**src/rtl/ps2_kb_rx.sv**
```systemverilog
// PS/2 keyboard receiver: synchronises the raw PS/2 lines, deframes 11-bit
// frames with parity/stop/timeout checks, tracks shift/break/extended
// prefixes, translates make codes to ASCII and buffers them in a FWFT FIFO.
// Ports:
//   SYS_CLK, reset      system clock, synchronous active-high reset
//   ps2_clk, ps2_in     raw PS/2 clock and data (asynchronous, idle high)
//   KB_read_en          pop FIFO head (ignored when empty)
//   KB_clear            flush FIFO and clear KB_overflow
//   KB_status           FIFO non-empty
//   KB_data             ASCII at FIFO head, 0 when empty
//   KB_overflow         sticky: a character was dropped on a full FIFO
//   frame_err           one-cycle pulse on parity/start/stop error or timeout
module ps2_kb_rx #(
    parameter int unsigned FIFO_DEPTH     = 8,
    parameter int unsigned SYNC_STAGES    = 2,
    parameter int unsigned TIMEOUT_CYCLES = 20000
) (
    input  logic       SYS_CLK,
    input  logic       reset,
    input  logic       ps2_clk,
    input  logic       ps2_in,
    input  logic       KB_read_en,
    input  logic       KB_clear,
    output logic       KB_status,
    output logic [6:0] KB_data,
    output logic       KB_overflow,
    output logic       frame_err
);

    localparam int unsigned AW = $clog2(FIFO_DEPTH);
    localparam int unsigned TW = $clog2(TIMEOUT_CYCLES + 1);

    typedef enum logic [1:0] {IDLE, DATA, PARITY, STOP} state_t;

    // Make-code to ASCII lookup; returns {hit, ascii}
    function automatic logic [7:0] translate(input logic [7:0] sc, input logic shifted);
        logic [6:0] lower;
        logic       letter;
        logic       hit;
        logic [6:0] ch;
        letter = 1'b1;
        lower  = 7'h00;
        case (sc)
            8'h1C: lower = 7'h61;  8'h32: lower = 7'h62;  8'h21: lower = 7'h63;
            8'h23: lower = 7'h64;  8'h24: lower = 7'h65;  8'h2B: lower = 7'h66;
            8'h34: lower = 7'h67;  8'h33: lower = 7'h68;  8'h43: lower = 7'h69;
            8'h3B: lower = 7'h6A;  8'h42: lower = 7'h6B;  8'h4B: lower = 7'h6C;
            8'h3A: lower = 7'h6D;  8'h31: lower = 7'h6E;  8'h44: lower = 7'h6F;
            8'h4D: lower = 7'h70;  8'h15: lower = 7'h71;  8'h2D: lower = 7'h72;
            8'h1B: lower = 7'h73;  8'h2C: lower = 7'h74;  8'h3C: lower = 7'h75;
            8'h2A: lower = 7'h76;  8'h1D: lower = 7'h77;  8'h22: lower = 7'h78;
            8'h35: lower = 7'h79;  8'h1A: lower = 7'h7A;
            default: letter = 1'b0;
        endcase
        hit = letter;
        ch  = shifted ? (lower - 7'h20) : lower;
        if (!letter) begin
            hit = 1'b1;
            case (sc)
                8'h45: ch = 7'h30;  8'h16: ch = 7'h31;  8'h1E: ch = 7'h32;
                8'h26: ch = 7'h33;  8'h25: ch = 7'h34;  8'h2E: ch = 7'h35;
                8'h36: ch = 7'h36;  8'h3D: ch = 7'h37;  8'h3E: ch = 7'h38;
                8'h46: ch = 7'h39;  8'h29: ch = 7'h20;  8'h5A: ch = 7'h0D;
                8'h66: ch = 7'h08;
                default: begin
                    hit = 1'b0;
                    ch  = 7'h00;
                end
            endcase
        end
        return {hit, ch};
    endfunction

    logic [SYNC_STAGES-1:0] clk_sync;
    logic [SYNC_STAGES-1:0] dat_sync;
    logic                   clk_prev;
    logic                   clk_s;
    logic                   dat;
    logic                   fall;

    state_t        state;
    logic [2:0]    bit_cnt;
    logic [7:0]    shreg;
    logic          par;
    logic [TW-1:0] idle_cnt;
    logic          code_valid;
    logic [7:0]    code;

    logic          shift;
    logic          brk;
    logic          ext;
    logic [7:0]    lookup;
    logic          push_valid;
    logic [6:0]    push_data;

    logic [6:0]    mem [FIFO_DEPTH];
    logic [AW:0]   wr_ptr;
    logic [AW:0]   rd_ptr;
    logic          empty;
    logic          full;
    logic          pop;
    logic          wr_en;

    // Synchronisers and falling-edge detect; idle-high lines reset to 1
    always_ff @(posedge SYS_CLK) begin
        if (reset) begin
            clk_sync <= '1;
            dat_sync <= '1;
            clk_prev <= 1'b1;
        end else begin
            clk_sync <= {clk_sync[SYNC_STAGES-2:0], ps2_clk};
            dat_sync <= {dat_sync[SYNC_STAGES-2:0], ps2_in};
            clk_prev <= clk_s;
        end
    end

    assign clk_s = clk_sync[SYNC_STAGES-1];
    assign dat   = dat_sync[SYNC_STAGES-1];
    assign fall  = clk_prev & ~clk_s;

    // Frame deserialiser with timeout abort
    always_ff @(posedge SYS_CLK) begin
        if (reset) begin
            state      <= IDLE;
            bit_cnt    <= 3'd0;
            shreg      <= 8'h00;
            par        <= 1'b0;
            idle_cnt   <= '0;
            code_valid <= 1'b0;
            code       <= 8'h00;
            frame_err  <= 1'b0;
        end else begin
            code_valid <= 1'b0;
            frame_err  <= 1'b0;
            if (fall) begin
                idle_cnt <= '0;
                case (state)
                    IDLE: begin
                        if (!dat) begin
                            state   <= DATA;
                            bit_cnt <= 3'd0;
                        end else begin
                            frame_err <= 1'b1;
                        end
                    end
                    DATA: begin
                        shreg   <= {dat, shreg[7:1]};
                        bit_cnt <= bit_cnt + 3'd1;
                        if (bit_cnt == 3'd7) state <= PARITY;
                    end
                    PARITY: begin
                        par   <= dat;
                        state <= STOP;
                    end
                    STOP: begin
                        if (dat && (^{shreg, par})) begin
                            code_valid <= 1'b1;
                            code       <= shreg;
                        end else begin
                            frame_err <= 1'b1;
                        end
                        state <= IDLE;
                    end
                    default: state <= IDLE;
                endcase
            end else if (state != IDLE) begin
                if (idle_cnt == TW'(TIMEOUT_CYCLES)) begin
                    state     <= IDLE;
                    frame_err <= 1'b1;
                    idle_cnt  <= '0;
                end else begin
                    idle_cnt <= idle_cnt + TW'(1);
                end
            end else begin
                idle_cnt <= '0;
            end
        end
    end

    assign lookup = translate(code, shift);

    // Prefix tracking and translation register
    always_ff @(posedge SYS_CLK) begin
        if (reset) begin
            shift      <= 1'b0;
            brk        <= 1'b0;
            ext        <= 1'b0;
            push_valid <= 1'b0;
            push_data  <= 7'h00;
        end else begin
            push_valid <= 1'b0;
            if (code_valid) begin
                if (code == 8'hF0) begin
                    brk <= 1'b1;
                end else if (code == 8'hE0) begin
                    ext <= 1'b1;
                end else begin
                    brk <= 1'b0;
                    ext <= 1'b0;
                    if (code == 8'h12 || code == 8'h59) begin
                        shift <= ~brk;
                    end else if (!brk && !ext) begin
                        push_valid <= lookup[7];
                        push_data  <= lookup[6:0];
                    end
                end
            end
        end
    end

    // FIFO: a full FIFO still accepts a push when the head is popped that cycle
    assign empty = (wr_ptr == rd_ptr);
    assign full  = (wr_ptr[AW] != rd_ptr[AW]) && (wr_ptr[AW-1:0] == rd_ptr[AW-1:0]);
    assign pop   = KB_read_en & ~empty;
    assign wr_en = push_valid & ~KB_clear & (~full | pop);

    always_ff @(posedge SYS_CLK) begin
        if (reset) begin
            wr_ptr      <= '0;
            rd_ptr      <= '0;
            KB_overflow <= 1'b0;
        end else if (KB_clear) begin
            wr_ptr      <= '0;
            rd_ptr      <= '0;
            KB_overflow <= 1'b0;
        end else begin
            if (pop) rd_ptr <= rd_ptr + (AW+1)'(1);
            if (wr_en) wr_ptr <= wr_ptr + (AW+1)'(1);
            if (push_valid && full && !pop) KB_overflow <= 1'b1;
        end
    end

    always_ff @(posedge SYS_CLK) begin
        if (wr_en) mem[wr_ptr[AW-1:0]] <= push_data;
    end

    assign KB_status = ~empty;
    assign KB_data   = empty ? 7'h00 : mem[rd_ptr[AW-1:0]];

endmodule
```
**config.mk**
```make
export PLATFORM = sky130hd
export DESIGN_NAME = ps2_kb_rx
export DESIGN_NICKNAME = d
export VERILOG_FILES = /design/src/rtl/ps2_kb_rx.sv
export SDC_FILE = /design/constraint.sdc
export NUM_CORES = 1
export LEC_CHECK = 0
export CAP_MARGIN = 10
export CORE_MARGIN = 1.5
export CORE_UTILIZATION = 35
export CTS_CLUSTER_SIZE = 12
export DETAILED_ROUTE_END_ITERATION = 12
export PLACE_DENSITY_LB_ADDON = 0.08
export RECOVER_POWER = 100
export SKIP_LAST_GASP = 1
export SLEW_MARGIN = 10
export SYNTH_ARGS = -nofsm -noshare
export SYNTH_HDL_FRONTEND = slang
export SYNTH_SLANG_ARGS = --single-unit
```
**constraint.sdc**
```tcl
create_clock -name SYS_CLK -period 6.2 [get_ports SYS_CLK]
set_input_delay 0.62 -clock SYS_CLK [delete_from_list [all_inputs] [get_ports SYS_CLK]]
set_output_delay 0.62 -clock SYS_CLK [all_outputs]
set_load 0.05 [all_outputs]
```
==> results of run 1 <==
per-layer routing:
metal	part of all wire, %	up-vias
li1	-	2010
met1	47	1936
met2	49	56
met3	2.8	14
met4	1.6	0
met5	0	-
sequential cells by signal, indices dropped and copies added, names as in the netlist, 3 cells and up, named ones only:
name / cells
bit_cnt: 3
code: 8
idle_cnt: 15
mem: 56
push_data: 7
rd_ptr: 4
shreg: 8
wr_ptr: 4
cells in the final DEF, fill, tap and decap left out, types with 3 or more instances in the layout:
cell,Yosys,layout
xnor2_1,18,18
dfxtp_1,67,67
dlygate4sd3_1,0,12
clkdlybuf4s50_1,0,3
xor2_1,13,13
inv_1,17,17
nor2_1,75,75
or2_2,6,6
clkbuf_1,16,6
nor3b_1,3,3
and3_1,6,6
nor3_1,7,7
mux4_2,14,14
clkbuf_16,0,17
a31oi_1,4,4
a311oi_1,3,3
edfxtp_1,56,56
nand2b_1,7,7
bufinv_16,0,4
mux2i_1,18,18
ha_1,10,10
a211oi_1,4,4
nand3_1,30,30
o211a_1,3,3
nand2_1,44,44
o21ai_0,16,16
nor4_1,5,5
nor4b_1,5,5
nor2b_1,10,10
a21oi_1,24,24
nand4_1,11,11
stage by stage:
| step | utilization (%) | instances | hold slack [ps] | setup slack, ps | area (um^2) |
|---|---|---|---|---|---|
| 2_1_floorplan | - | 550 | 389 | 3700 | 5800 |
| 3_3_place_gp | 38.0 | 752 | 393 | 3140 | 6100 |
| 3_5_place_dp | 38.0 | 752 | 399 | 3060 | 6100 |
| 4_1_cts | 41.8 | 784 | 415 | 2630 | 6720 |
| 5_1_grt | 41.8 | 784 | 418 | 2420 | 6710 |
| 6_report | 41.8 | 784 | 414 | 2670 | 6710 |
cell families after synthesis:
family / after synthesis / synth area share, %
buffers and inverters: 50 / 3.71
AOI/OAI and AO/OA: 76 / 8.56
and+or+nand+nor: 226 / 19.7
xor gates and xnor gates: 32 / 5.07
muxes: 33 / 8.73
DFF: 123 / 52.1
adders and majority gates: 10 / 2.16
power groups by stage:
stage / clock (mW) / combinational, mW / sequential, mW
4_1_cts: 1.04 / 0.0156 / 0.844
6_report: 1.02 / 0.0147 / 0.844
3_5_place_dp: 0 / 0.0156 / 0.861
5_1_grt: 1.08 / 0.0168 / 0.844
2_1_floorplan: 0 / 0.00840 / 0.861
3_3_place_gp: 0 / 0.0155 / 0.861
area by class of cell:
| cell class | count | area (um^2) |
|---|---|---|
| clock buffer | 23 | 468 |
| clock inverter | 9 | 145 |
| fill | 1535 | 9350 |
| inverter | 17 | 63.8 |
| multi-input combinational | 377 | 2560 |
| sequential | 123 | 3020 |
| tap | 216 | 270 |
| timing repair buffer | 19 | 173 |
worst min-delay path by stage:
stage	cells past startpoint	slack (ps)	from	endpoint
after floorplan	1	390	clk_sync[0]$_SDFF_PP1_	clk_sync[1]$_SDFF_PP1_
after global placement	1	390	clk_sync[0]$_SDFF_PP1_	clk_sync[1]$_SDFF_PP1_
after detailed placement	1	400	clk_sync[0]$_SDFF_PP1_	clk_sync[1]$_SDFF_PP1_
after CTS	1	420	clk_sync[0]$_SDFF_PP1_	clk_sync[1]$_SDFF_PP1_
after global routing	1	420	clk_sync[0]$_SDFF_PP1_	clk_sync[1]$_SDFF_PP1_
final	1	410	clk_sync[0]$_SDFF_PP1_	clk_sync[1]$_SDFF_PP1_
synth_stat cells, drive strengths merged, types with 16 or more instances:
cell type  instances
nor2              75
dfxtp             67
edfxtp            56
nand2             44
nand3             30
a21oi             24
mux2i             18
xnor2             18
buf               17
inv               17
clkbuf            16
o21ai             16
==> results.txt, run 1 <==
- Layout net count: 571
- DRT iter0 DRCs: 304
* Global-route wire length before repair: 20200 um
- Total clock sinks: 123
- Area of the die: 17400 um^2
* Post-synthesis area per instance: 10.6 um^2
* Busiest grt layer: met2
- In this run, post-CTS repair resized a total of 0 instances.
- TritonCTS clock tree: yes
- Worst R2R Start: code[4]$_SDFFE_PP0P_
- Sequential elements use 52.1% of the synthesized area.
- Clock transition time at the flip-flop clock pins of the worst setup and hold paths: about 50 ps
- Largest stage delay on the critical path: 900 ps
- Worst Max-Slew Pin Slew: approximately 1700 ps
* Drc violations: 0
* Met3 track demand over resource: 3.19%
- The count of final hold-check violations came to 0.
* P_leak: 2.33 nW
* First-pass detailed-route iteration total: 5
- For this run the aggregate overflow at the end of global routing stands at 0.
- The number of global-route vias before repair was a little under 4k.
- The tree is rooted in a clkbuf_16.
* CP Buf/Inv Count: 1
* Total negative setup slack: 0 ps
- Asr flop ratio synth: 0%
* Placer Congestion: 0.760
* Element type at the critical path end: output pin
* Slowest cell on the critical path: dfxtp_1
- Compared with the post-synthesis result, the final layout area differs by 15.6%.
- Cell area after synthesis: 5800 um^2
- Synthesized Nets: 566
* Peak supply drop: 0.200 mV
- Instance count on the critical path: 4
* YS warnings: 0
* End of the critical path: KB_data[5]
- The min-delay analysis places its worst path in the category register to register.
- Critical Path Start Type: register
- Internal Dissipation: 1.54 mW
- The analysis attributes to net switching a power of 0.339 mW.
* FF-to-FF setup slack: 3330 ps
* Cell Pwr Density: 280 nW/um^2
- Starting utilization of the core area: 36.1%
- Setup violations remaining at the end of the flow were counted as 0.
* Row Count: 46
- Violated checks: max-capacitance violations, max-slew violations
- FF-to-FF End: push_valid$_SDFF_PP0_
- # port buffers: 15
* Most area-consuming cells after synthesis: edfxtp_1, dfxtp_1, mux4_2
* Top cell type by total area after synthesis: edfxtp_1
- Among all flip-flop cells after synthesis, the most frequent one is dfxtp_1.
- Setup repair after global routing left no endpoint under its margin.
* Routed length per instance: 15.1 um
- Met2 track demand over resource in global routing: about a quarter
- Entering global routing, the biggest net connects 40 pins.
- Flip-flop and latch count after synthesis: around 120
* Type of the worst setup path: register to output pin
- Max-cap violations in this run came to 1.
* Maximum frequency from static timing analysis: approximately 280 MHz
* GRT met1 Usage: 18.3%
- In this run the tightest slew margin relative to its limit is -10.8%.
* Final number of max-transition violations: 40
- Of the total power, the clock network draws between 50 and 60%.
* Share of power burned in registers: 45.0%
* ANT nets after route: 0
* Post-synth EDFFs: 56
- For the worst setup path, the data arrival time is 2910 ps.
- Final Skew: 8.92 ps
* Number of antenna violations at the first check in global routing: 0
* Count of vias placed by the detailed router: 4016
- The die is approximately 130 um tall.
- Yosys top cell area share: between 20% and 30%
* Longest Clk Path Bufs: 2
- The smallest clock period supported by the final layout is computed as 3530 ps.
- Detailed placer's ending HPWL: 8220 um
* Layout cells sized above 1: 9.51%
- Largest delay contributor family on the critical path: flip-flops
* Required time reported for the critical path endpoint: 5580 ps
- In this run, CTS created clock tree buffers numbering 17.
* CP max FO: 14
* Ant diodes: 0
- All-layer global routing usage: about 14%
* Die outline width: between 100 and 150 um
- The number of hold buffers added after CTS was 0.
- Critical path cell sequence: mux4_2 > mux2i_1 > nor2_1 > dlygate4sd3_1
- The clock reaches the later pin of the worst-skew pair after 400 ps.
* Final Routed Wirelength: roughly 12000 um
- Vias per inst: just over 5
- The clock tree synthesis step divided the H-tree into 4 levels.
- Switching share of power: 18.1%
- Post-CTS Setup Inserts: 0
- Count of cell types in the netlist: 62
- Num ports: 16
- In this run, the combinational gates consume 0.8% of the power.
- Placeable Area: around 16000 um^2
- Outcome: finished, violations left
- Final clock period utilization by the worst path: 56.9%
* R2r worst-path depth: 6
* Gate count after technology mapping: 550
* Overall power of the completed layout: 1.88 mW
(Power assumes the default switching activity.)
==> run 2: changes to the inputs <==
==> constraint.sdc (replaced) <==
create_clock -name SYS_CLK -period 2.9 [get_ports SYS_CLK]
set_input_delay 0.29 -clock SYS_CLK [delete_from_list [all_inputs] [get_ports SYS_CLK]]
set_output_delay 0.29 -clock SYS_CLK [all_outputs]
set_load 0.05 [all_outputs]
==> run 2 against run 1 <==
Critical path depth unchanged. Utilization up 0.41 points. The flow now finishes without violations. Sequential share of layout area down 0.41 points. Cell count up 2.6%. Final area up 0.97%. Die area unchanged. Total power up 100%.
==> results.txt, run 2 (synthesis gave the netlist of run 1 again) <==
* Placer Congestion: 0.864 (+14%)
- Master cell of the clock root buffer: clkbuf_16
- Total negative setup slack: 0 ps (unchanged)
* Number of H-tree levels: 4 (unchanged)
* FF-to-FF setup slack: 320 ps (-3010 ps)
- Cell Pwr Density: 568 nW/um^2 (+100%)
* Vias per inst: 5.03 (-1.7%)
* Ant diodes: 0 (unchanged)
* Layout-stage area growth over the synthesis result: 16.7%
- Final number of max-transition violations: 0 (-100%)
- Element type at the critical path end: output pin
- RSZ-0062 raised after global routing: no
* Overall die height: 132 um (unchanged)
- Starting utilization of the core area: 36.1% (unchanged)
- Count of vias placed by the detailed router: 4047 (+0.77%)
- Peak supply drop: 0.385 mV (+92%)
* Row Count: 46 (unchanged)
- CP max FO: 9 (-5)
* Required time reported for the critical path endpoint: 2610 ps (-2970 ps)
- Final Routed Wirelength: 12100 um (+2.2%)
- Leaving out fill and tap cells, the most frequent cell in the layout is nor2_1.
- Final hold violation count: 0 (unchanged)
- The startpoint identified for the worst hold timing path is clk_sync[0]$_SDFF_PP1_.
* Maximum frequency from static timing analysis: 373 MHz
- The initial antenna violation count came to 0 (unchanged).
- Die outline width: 132 um (unchanged)
- The DRC violations left is 0 (unchanged).
* Overall power of the completed layout: 3.85 mW (+100%)
* Clock transition time at the flip-flop clock pins of the worst setup and hold paths: 60 ps (about the same)
* Worst Hold Path EP: clk_sync[1]$_SDFF_PP1_
- Worst Max-Slew Pin Slew: 763 ps (-899 ps)
- ANT nets after route: 0 (unchanged)
- Outcome: complete, no violations
* Utilization after layout: 42.2% (+0.41 points)
* Number of inserted filler cells in the final layout: 1573 (+2.5%)
- The tightest min-delay check is of the register to register type.
- The path depth of the worst reg2reg path is 7 (+1).
- Worst R2R Start: code[4]$_SDFFE_PP0P_
- The die footprint came to 17400 um^2 (unchanged).
* Num ports: 16 (unchanged)
- The number of global-route vias before repair was 3993 (+0.55%).
- The critical path in this run is classified as register to output pin.
- Routed length per instance: 15.1 um (-0.35%)
* Placeable Area: 16100 um^2 (unchanged)
* Slew margin rel.: 49.0% (+60 points)
- The quantity of I/O buffers inserted on ports was 15 (unchanged).
* First-pass detailed-route iteration total: 4 (-1)
* Number of flip-flops in the largest register: 56 (unchanged)
- The total setup violations reported at the end of the flow came to 0 (unchanged).
- The remaining global-route overflow came to 0 (unchanged).
- The wire length of the first global-routing pass is 20500 um (+1.5%).
- Worst-skew pair later-pin latency: 410 ps (about the same)
- Commonest cells after routing, fill and taps aside: nor2_1, dfxtp_1, edfxtp_1
- All-layer global routing usage: 14.8% (+0.33 points)
- The number of nets in the finished design was 591 (+3.5%).
* Critical Path Start Type: register
- The smallest clock period supported by the final layout is computed as between 2000 and 3000 ps.
- Worst-case hold slack: 408 ps (-6.20 ps)
- Pin count of the biggest net entering global routing: 21 (-48%)
* Detailed placer's ending HPWL: 8620 um (+4.9%)
* FF-to-FF End: push_data[5]$_SDFFE_PP0P_
- The DRC marker count from the first detailed-route iteration is 381 (+25%).
- Crit path arrival time: 2390 ps (-520 ps)
* P_leak: 2.38 nW (+2.0%)
- Cts hold-fix bufs: 0 (unchanged)
* TritonCTS clock tree: yes
- Number of buffers created by CTS: 17 (unchanged)
* Final Skew: 11.2 ps (+2.23 ps)
- Final clock period utilization by the worst path: 92.4%
* Max-capacitance violation count: 0 (-1)
- The maximum count of clock buffers along a single path came to 2 (unchanged).
* Total clock sinks: 123 (unchanged)
* Count of cells along the worst hold path: 1 (unchanged)
* Layout cells sized above 1: 12.8% (+3.2 points)
run 2: metrics by stage:
| stage | worst slack [ps] | cells | area [um^2] |
|---|---|---|---|
| 5_1_grt | 65.1 | 804 | 6770 |
| 6_report | 222 | 804 | 6770 |
| 3_5_place_dp | 504 | 772 | 6240 |
| 2_1_floorplan | 734 | 550 | 5800 |
| 3_3_place_gp | 522 | 772 | 6240 |
| 4_1_cts | 42.7 | 804 | 6830 |
run 2: final cells by class:
cell class / instances / area [um^2] / area share (%)
sequential: 123 / 3020 / 44.7
multi-input combinational: 377 / 2560 / 37.7
timing repair buffer: 39 / 278 / 4.10
clock inverter: 12 / 101 / 1.50
tap: 216 / 270 / 3.99
inverter: 17 / 63.8 / 0.942
clock buffer: 20 / 479 / 7.08
run 2: where the power goes:
part           total, mW  internal (mW)  switching [mW]
Sequential          1.80           1.80         0.00221
Clock               2.01           1.21           0.795
Combinational     0.0342         0.0128          0.0215
Total               3.85           3.03           0.818
run 2: worst max path at each step:
stage	start	endpoint	slack, ps
after floorplan	register	KB_data[3]	730
after global placement	register	KB_data[1]	520
after detailed placement	register	KB_data[6]	500
after CTS	register	KB_data[6]	40
after global routing	wr_ptr[1]$_SDFFE_PP0P_	KB_data[0]	70
final	register	KB_data[6]	220
run 2: per-layer routing:
layer / wire length, um / track usage [%]
met1: 5760 / 18.9
met2: 5910 / 24.2
met3: 280 / 3.84
met4: 163 / 5.74
met5: 0 / 0
run 2: timing repair:
action | CTS | global route
endpoints found under the setup margin | 0 | 4
gates resized for setup | 0 | 1
buffers inserted | 0 | 0
run 2: critical path, cell delays in order, from the launching register on:
cell and delay, ps:
dfxtp_2 490, mux4_2 540, mux2i_1 140, nor2_1 50
dlygate4sd3_1 750
==> variant 1: new RTL, config.mk and constraints of run 2 <==
The parameter `FIFO_DEPTH` goes from 8 to 16.
--- a/src/rtl/ps2_kb_rx.sv
+++ b/src/rtl/ps2_kb_rx.sv
@@ -11,7 +11,7 @@
 //   KB_overflow         sticky: a character was dropped on a full FIFO
 //   frame_err           one-cycle pulse on parity/start/stop error or timeout
 module ps2_kb_rx #(
-    parameter int unsigned FIFO_DEPTH     = 8,
+    parameter int unsigned FIFO_DEPTH     = 16,
     parameter int unsigned SYNC_STAGES    = 2,
     parameter int unsigned TIMEOUT_CYCLES = 20000
 ) (
Formal check against the unedited RTL: no difference found for any inputs over 4 cycles, from zero or initial values and one cycle with reset high; that may be too few to reach the edited logic, so the function may still have changed.
==> variant 1 against run 2 <==
Via count grew 25%; largest power group is now sequential cells; critical endpoint is now KB_data[3]; synthesized area increased by 42%; power rose by 32%; sequential cell count rose by 59; the flow now finishes with violations (capacitance limit, slew limit); setup slack worse by 79 ps; highest routed layer unchanged; design area up 37%; global-route usage rose by 1.3 points; routed wire length up 52%; count of clock-buffer cells in the layout fell by 3.
==> variant 1: results (changes against run 2) <==
[status]
status = finished, violations left
failed_checks = capacitance limit, slew limit

[synthesis]
synth.mux.area_fraction = 0.113  ; +0.0255
ys_seq_area_frac = 0.577  ; +0.0566
synth_nets = 661  ; +17%
synth_edf_count = 112  ; +100%
synth_fa_ha_area_frac = 0.0197  ; -0.00185
synth_cell_types = 73  ; +18%
synth_compound_area_frac = 0.0620  ; -0.0236
synth_seq_cells = 182  ; +48%
syn_area_sq_um = 8250  ; +42%
synthTopCellsByCount = edfxtp_1, dfxtp_1, nor2_1
synth_xor_area_frac = 0.0409  ; -0.00972
synthTopCellsByArea = edfxtp_1, dfxtp_1, mux4_2

[place]
placed_area_sq_um = 8750  ; +40%
pre_cts_slack_ps = 428  ; -75.8 ps
gp_congestion = 0.796  ; -7.8%
hpwl_mm = 12.8  ; +48%
port_buffers = 15  ; unchanged

[detailed_routing]
wire_per_inst_microns = 18.7  ; +24%
wl_met1_mm = 8.36  ; +45%
via_per_inst = 5.12  ; +1.7%
wl_met2_mm = 9.23  ; +56%
drtIter0Drc = 341  ; -10%
met3_length_microns = 609  ; +120%

[finish]
n_fill_cell = 2152  ; +37%
multi_input_area_sq_um = 3190  ; +25%
largest_register_ffs = 112  ; +100%
clk_share = 0.0661  ; -0.0196
drive_above_1_share = 0.162  ; +0.0347
buf_share = 0.0292  ; -0.0118
comb.multi_input.count = 405  ; +7.4%
n_all_buffers = 38  ; -2.6%
clock_buffers = 17  ; -15%
sh_seq_area = 0.513  ; +0.0663
num-nonclk-inverters = 15  ; -2
nNetsFinal = 678  ; +15%

[clock_network]
worstSkewPairLatency_ps = 430  ; +20 ps
path_clk_slew_ps = 80  ; +20 ps
htree_num_levels = 4  ; unchanged

[worst_setup_path]
cp_slowest_cell = mux4_2
cp_max_fo = 28  ; +19
r2r_cells = 6  ; -1
cpLargestDelayFamily = multiplexers
timing.rr.start = wr_ptr[2]
slowest_delay_ps = 560  ; -190 ps
r2r_setup_slack_ps = 390  ; +70 ps
reg2reg_to = mem[3][4]

[sta]
slew_violations = 41  ; +41
finalClockSkew_ps = 15.3  ; +4.17 ps

[grt]
groute.usage.overall = 0.161  ; +0.0134
grt_pass1_wl_mm = 29.6  ; +44%
grt_max_degree = 41  ; +95%
grt_pass1_vias = 5155  ; +29%

[power]
vdd_drop_max_mv = 0.360  ; -6.4%
power.density_nw_per_um2 = 547  ; -3.7%
leakage_nw = 3.05  ; +28%

[job]
drv_cap = 1  ; +1

-- variant 1: cell count changes in the layout (fill, tap and decap cells not counted), moves of 5 or more --
cell / before / now
edfxtp_1: 56 / 112
mux4_2: 14 / 35
and2_1: 0 / 11
nand2_1: 44 / 34
nor3_1: 7 / 15
clkinv_8: 0 / 6
mux2i_1: 18 / 12
nand2b_1: 7 / 13
nor2_1: 75 / 69
o21ai_0: 16 / 10
or4b_1: 0 / 6
nand4_1: 11 / 6
xor2_1: 13 / 18
-- variant 1: worst register-to-register path, stage by stage (launching register included) --
cell,delay (ps)
dfxtp_1,540
xor2_1,190
nor4_1,90
a21oi_1,350
nand2_1,210
nor3_1,300
clkbuf_1,470
-- variant 1: repair_timing --
| action | CTS | global route |
|---|---|---|
| resized for setup | 0 | 1 |
| setup buffers | 0 | 0 |
| endpoints found under the setup margin | 0 | 1 |
-- variant 1: routing by layer --
layer  track usage  vias to the layer above
met5             0                        -
met4        0.0435                        0
met3        0.0255                       17
met2         0.278                       88
met1         0.211                     2502
li1              -                     2435
-- variant 1: metrics by stage --
step / instances / hold slack (ps) / total power, W
after floorplan: 642 / 389 / 0.00280
after global placement: 953 / 396 / 0.00281
after detailed placement: 953 / 398 / 0.00281
after CTS: 985 / 400 / 0.00514
after global routing: 985 / 421 / 0.00525
final: 985 / 412 / 0.00508
-- variant 1: how the worst max path moves through the flow --
stage,from,endpoint,slack (ps),cells after the start
floorplan,register,KB_data[0],650,5
global placement,KB_read_en,mem[4][0],460,5
detailed placement,KB_read_en,mem[7][3],430,5
CTS,register,KB_data[3],110,5
global route,register,KB_data[1],50,5
finish,register,KB_data[3],140,5
-- variant 1: power by group --
group          internal [W]  switching, W  total [W]
combinational     0.0000136     0.0000226  0.0000362
clock               0.00118       0.00115    0.00233
sequential          0.00271    0.00000237    0.00272
==> variant 2: new RTL, config.mk and constraints of run 2 <==
Made on the original files. Make the reset (`reset`) asynchronous in 4 clocked blocks. Comments in the files are not updated.
--- a/src/rtl/ps2_kb_rx.sv
+++ b/src/rtl/ps2_kb_rx.sv
@@ -102,7 +102,7 @@
     logic          wr_en;
 
     // Synchronisers and falling-edge detect; idle-high lines reset to 1
-    always_ff @(posedge SYS_CLK) begin
+    always_ff @(posedge SYS_CLK or posedge reset) begin
         if (reset) begin
             clk_sync <= '1;
             dat_sync <= '1;
@@ -119,7 +119,7 @@
     assign fall  = clk_prev & ~clk_s;
 
     // Frame deserialiser with timeout abort
-    always_ff @(posedge SYS_CLK) begin
+    always_ff @(posedge SYS_CLK or posedge reset) begin
         if (reset) begin
             state      <= IDLE;
             bit_cnt    <= 3'd0;
@@ -180,7 +180,7 @@
     assign lookup = translate(code, shift);
 
     // Prefix tracking and translation register
-    always_ff @(posedge SYS_CLK) begin
+    always_ff @(posedge SYS_CLK or posedge reset) begin
         if (reset) begin
             shift      <= 1'b0;
             brk        <= 1'b0;
@@ -214,7 +214,7 @@
     assign pop   = KB_read_en & ~empty;
     assign wr_en = push_valid & ~KB_clear & (~full | pop);
 
-    always_ff @(posedge SYS_CLK) begin
+    always_ff @(posedge SYS_CLK or posedge reset) begin
         if (reset) begin
             wr_ptr      <= '0;
             rd_ptr      <= '0;
Check against the original RTL: differs if reset is asserted again (counterexample within 4 cycles, from zero or initial values and one cycle with reset high); with reset held inactive, the same outputs for 10 cycles.
==> variant 2 against run 2 <==
Routed wire length fell by 1.6%; die area up 3.1%; design area is 2.2% higher; count of clock-buffer cells in the layout down 3; setup slack better by 160 ps; synthesized area increased by 3.2%; hold slack worse by 53 ps; sequential cell count shrank 3.
Power is not compared: it rests on default switching activity, and its combinational part moved more than twofold at a synthesized area within 25%.
==> variant 2: results (changes against run 2) <==
[status]
status = completed

[clock_network]
cts-root-buf = clkbuf_16
worstSkewPairLatency_ps = 410  ; about the same
cts_buffers = 17  ; unchanged
post-cts-setup-buffer-count = 0  ; unchanged
cts_resized = 0  ; unchanged
path_clk_slew_ps = 60  ; about the same
cts_buffer_depth = 2  ; unchanged

[synthesis]
synth_cell_types = 69  ; +11%
ys_seq_area_frac = 0.549  ; +0.0285
synth_compound_area_frac = 0.0761  ; -0.00953
synth_xor_area_frac = 0.0491  ; -0.00156
synthTopCellsByArea = edfxtp_1, dfrtp_1, mux4_2
synth.mux.area_fraction = 0.107  ; +0.0193
synthTopCellsByCount = nor2_1, dfrtp_1, edfxtp_1
synth_edf_count = 56  ; unchanged
synth_fa_ha_area_frac = 0.0209  ; -0.000662
yosysWarnings = 0  ; unchanged
synthFlopType = dfrtp_1
synth_nets = 509  ; -10%
async_flop_share = 0.533  ; +0.533

[finish]
n_antenna_cell = 0  ; unchanged
nNetsFinal = 537  ; -9.1%
largest_register_ffs = 56  ; unchanged
drive_above_1_share = 0.176  ; +0.0485

[grt]
antenna_found_initial = 0  ; unchanged
grt_pass1_vias = 3815  ; -4.5%
grt_pass1_wl_mm = 20.2  ; -1.5%
groute.usage.overall = 0.145  ; -0.00301
grt_max_degree = 39  ; +86%

[worst_setup_path]
slowest_delay_ps = 580  ; -170 ps
reg2reg_to = mem[1][4]
cp_slowest_cell = or3b_2
worstPathArrival_ps = 2570  ; +180 ps
timing.rr.start = wr_ptr[1]
r2r_setup_slack_ps = 380  ; +60 ps
r2r_cells = 6  ; -1
cp_max_fo = 8  ; -1

[sta]
finalClockSkew_ps = 6.18  ; -4.97 ps
hold-worst-slack_ps = 355  ; -53.0 ps
tightest_slew_ps = 1040  ; +276 ps

[power]
vdd_drop_max_mv = 0.425
power.switching_w = 0.00118
leakage_nw = 2.58

[place]
placed_area_sq_um = 6430  ; +3.0%
port_buffers = 15  ; unchanged
hpwl_mm = 8.03  ; -6.8%
gp_congestion = 0.876  ; +1.5%

[detailed_routing]
drtIter0Drc = 263  ; -31%
dr.pass1.iters = 4  ; unchanged
routed_wl_mm = 11.9  ; -1.6%
via_per_inst = 5.16  ; +2.6%

[worst_hold_path]
hp-start = dat_sync[0]
min_path_cells = 0  ; -1
hold_path_end = dat_sync[1]
hold_path.class = reg2reg

[variant 2: logic make-up after synthesis]
| kind of cell | Yosys count |
|---|---|
| AND/OR/NAND/NOR | 179 |
| flip-flops | 120 |
| AO/OA/AOI/OAI | 67 |
| multiplexers | 44 |
| buffers and inverters | 41 |
| XOR/XNOR | 32 |
| adder cells (fa/ha/maj) | 10 |
[variant 2: area by class of cell]
type                    count  area, sq um
flip-flops and latches    120         3290
clock inverters            15          164
multi-input cells         332         2480
repair buffers             38          239
clock buffers              17          425
fillers                  1576         9720
inverters                  12         45.0
well taps                 220          275
[variant 2: worst max-delay path: cells and delay by family (launching register included)]
kind            cells  cell delay [ps]
compound gates      1              220
xor+xnor            1              210
buf+inv             1              390
flops               1              480
simple gates        3              870
[variant 2: power groups by stage]
stage                     sequential (W)  combinational [W]  clock, W
final                            0.00203           0.000483   0.00208
after global routing             0.00205           0.000548   0.00222
after CTS                        0.00204           0.000503   0.00214
after detailed placement         0.00207           0.000501         0
after global placement           0.00206           0.000500         0
after floorplan                  0.00203           0.000406         0
[variant 2: routing by layer]
| metal | global-route usage | share of wire | vias to the layer above |
|---|---|---|---|
| li1 | - | - | 1874 |
| met1 | 0.194 | 0.48 | 1942 |
| met2 | 0.227 | 0.47 | 59 |
| met5 | 0 | 0 | - |
| met3 | 0.0336 | 0.030 | 18 |
| met4 | 0.0604 | 0.015 | 0 |
[variant 2: worst max-delay path by stage]
stage,endpoint,from,cells after the start,slack [ps]
final,mem[1][4],wr_ptr[1],6,380
after CTS,KB_data[4],rd_ptr[0],5,460
after global placement,push_data[6],code[7],7,540
after floorplan,mem[1][0],rd_ptr[1],6,490
after detailed placement,push_data[6],code[4],7,570
after global routing,mem[1][4],wr_ptr[1],6,190
[variant 2: through the flow]
stage               std cells  setup WS (ps)
global placement          722            543
detailed placement        722            565
finish                    754            380
floorplan                 493            488
CTS                       754            458
global route              754            188
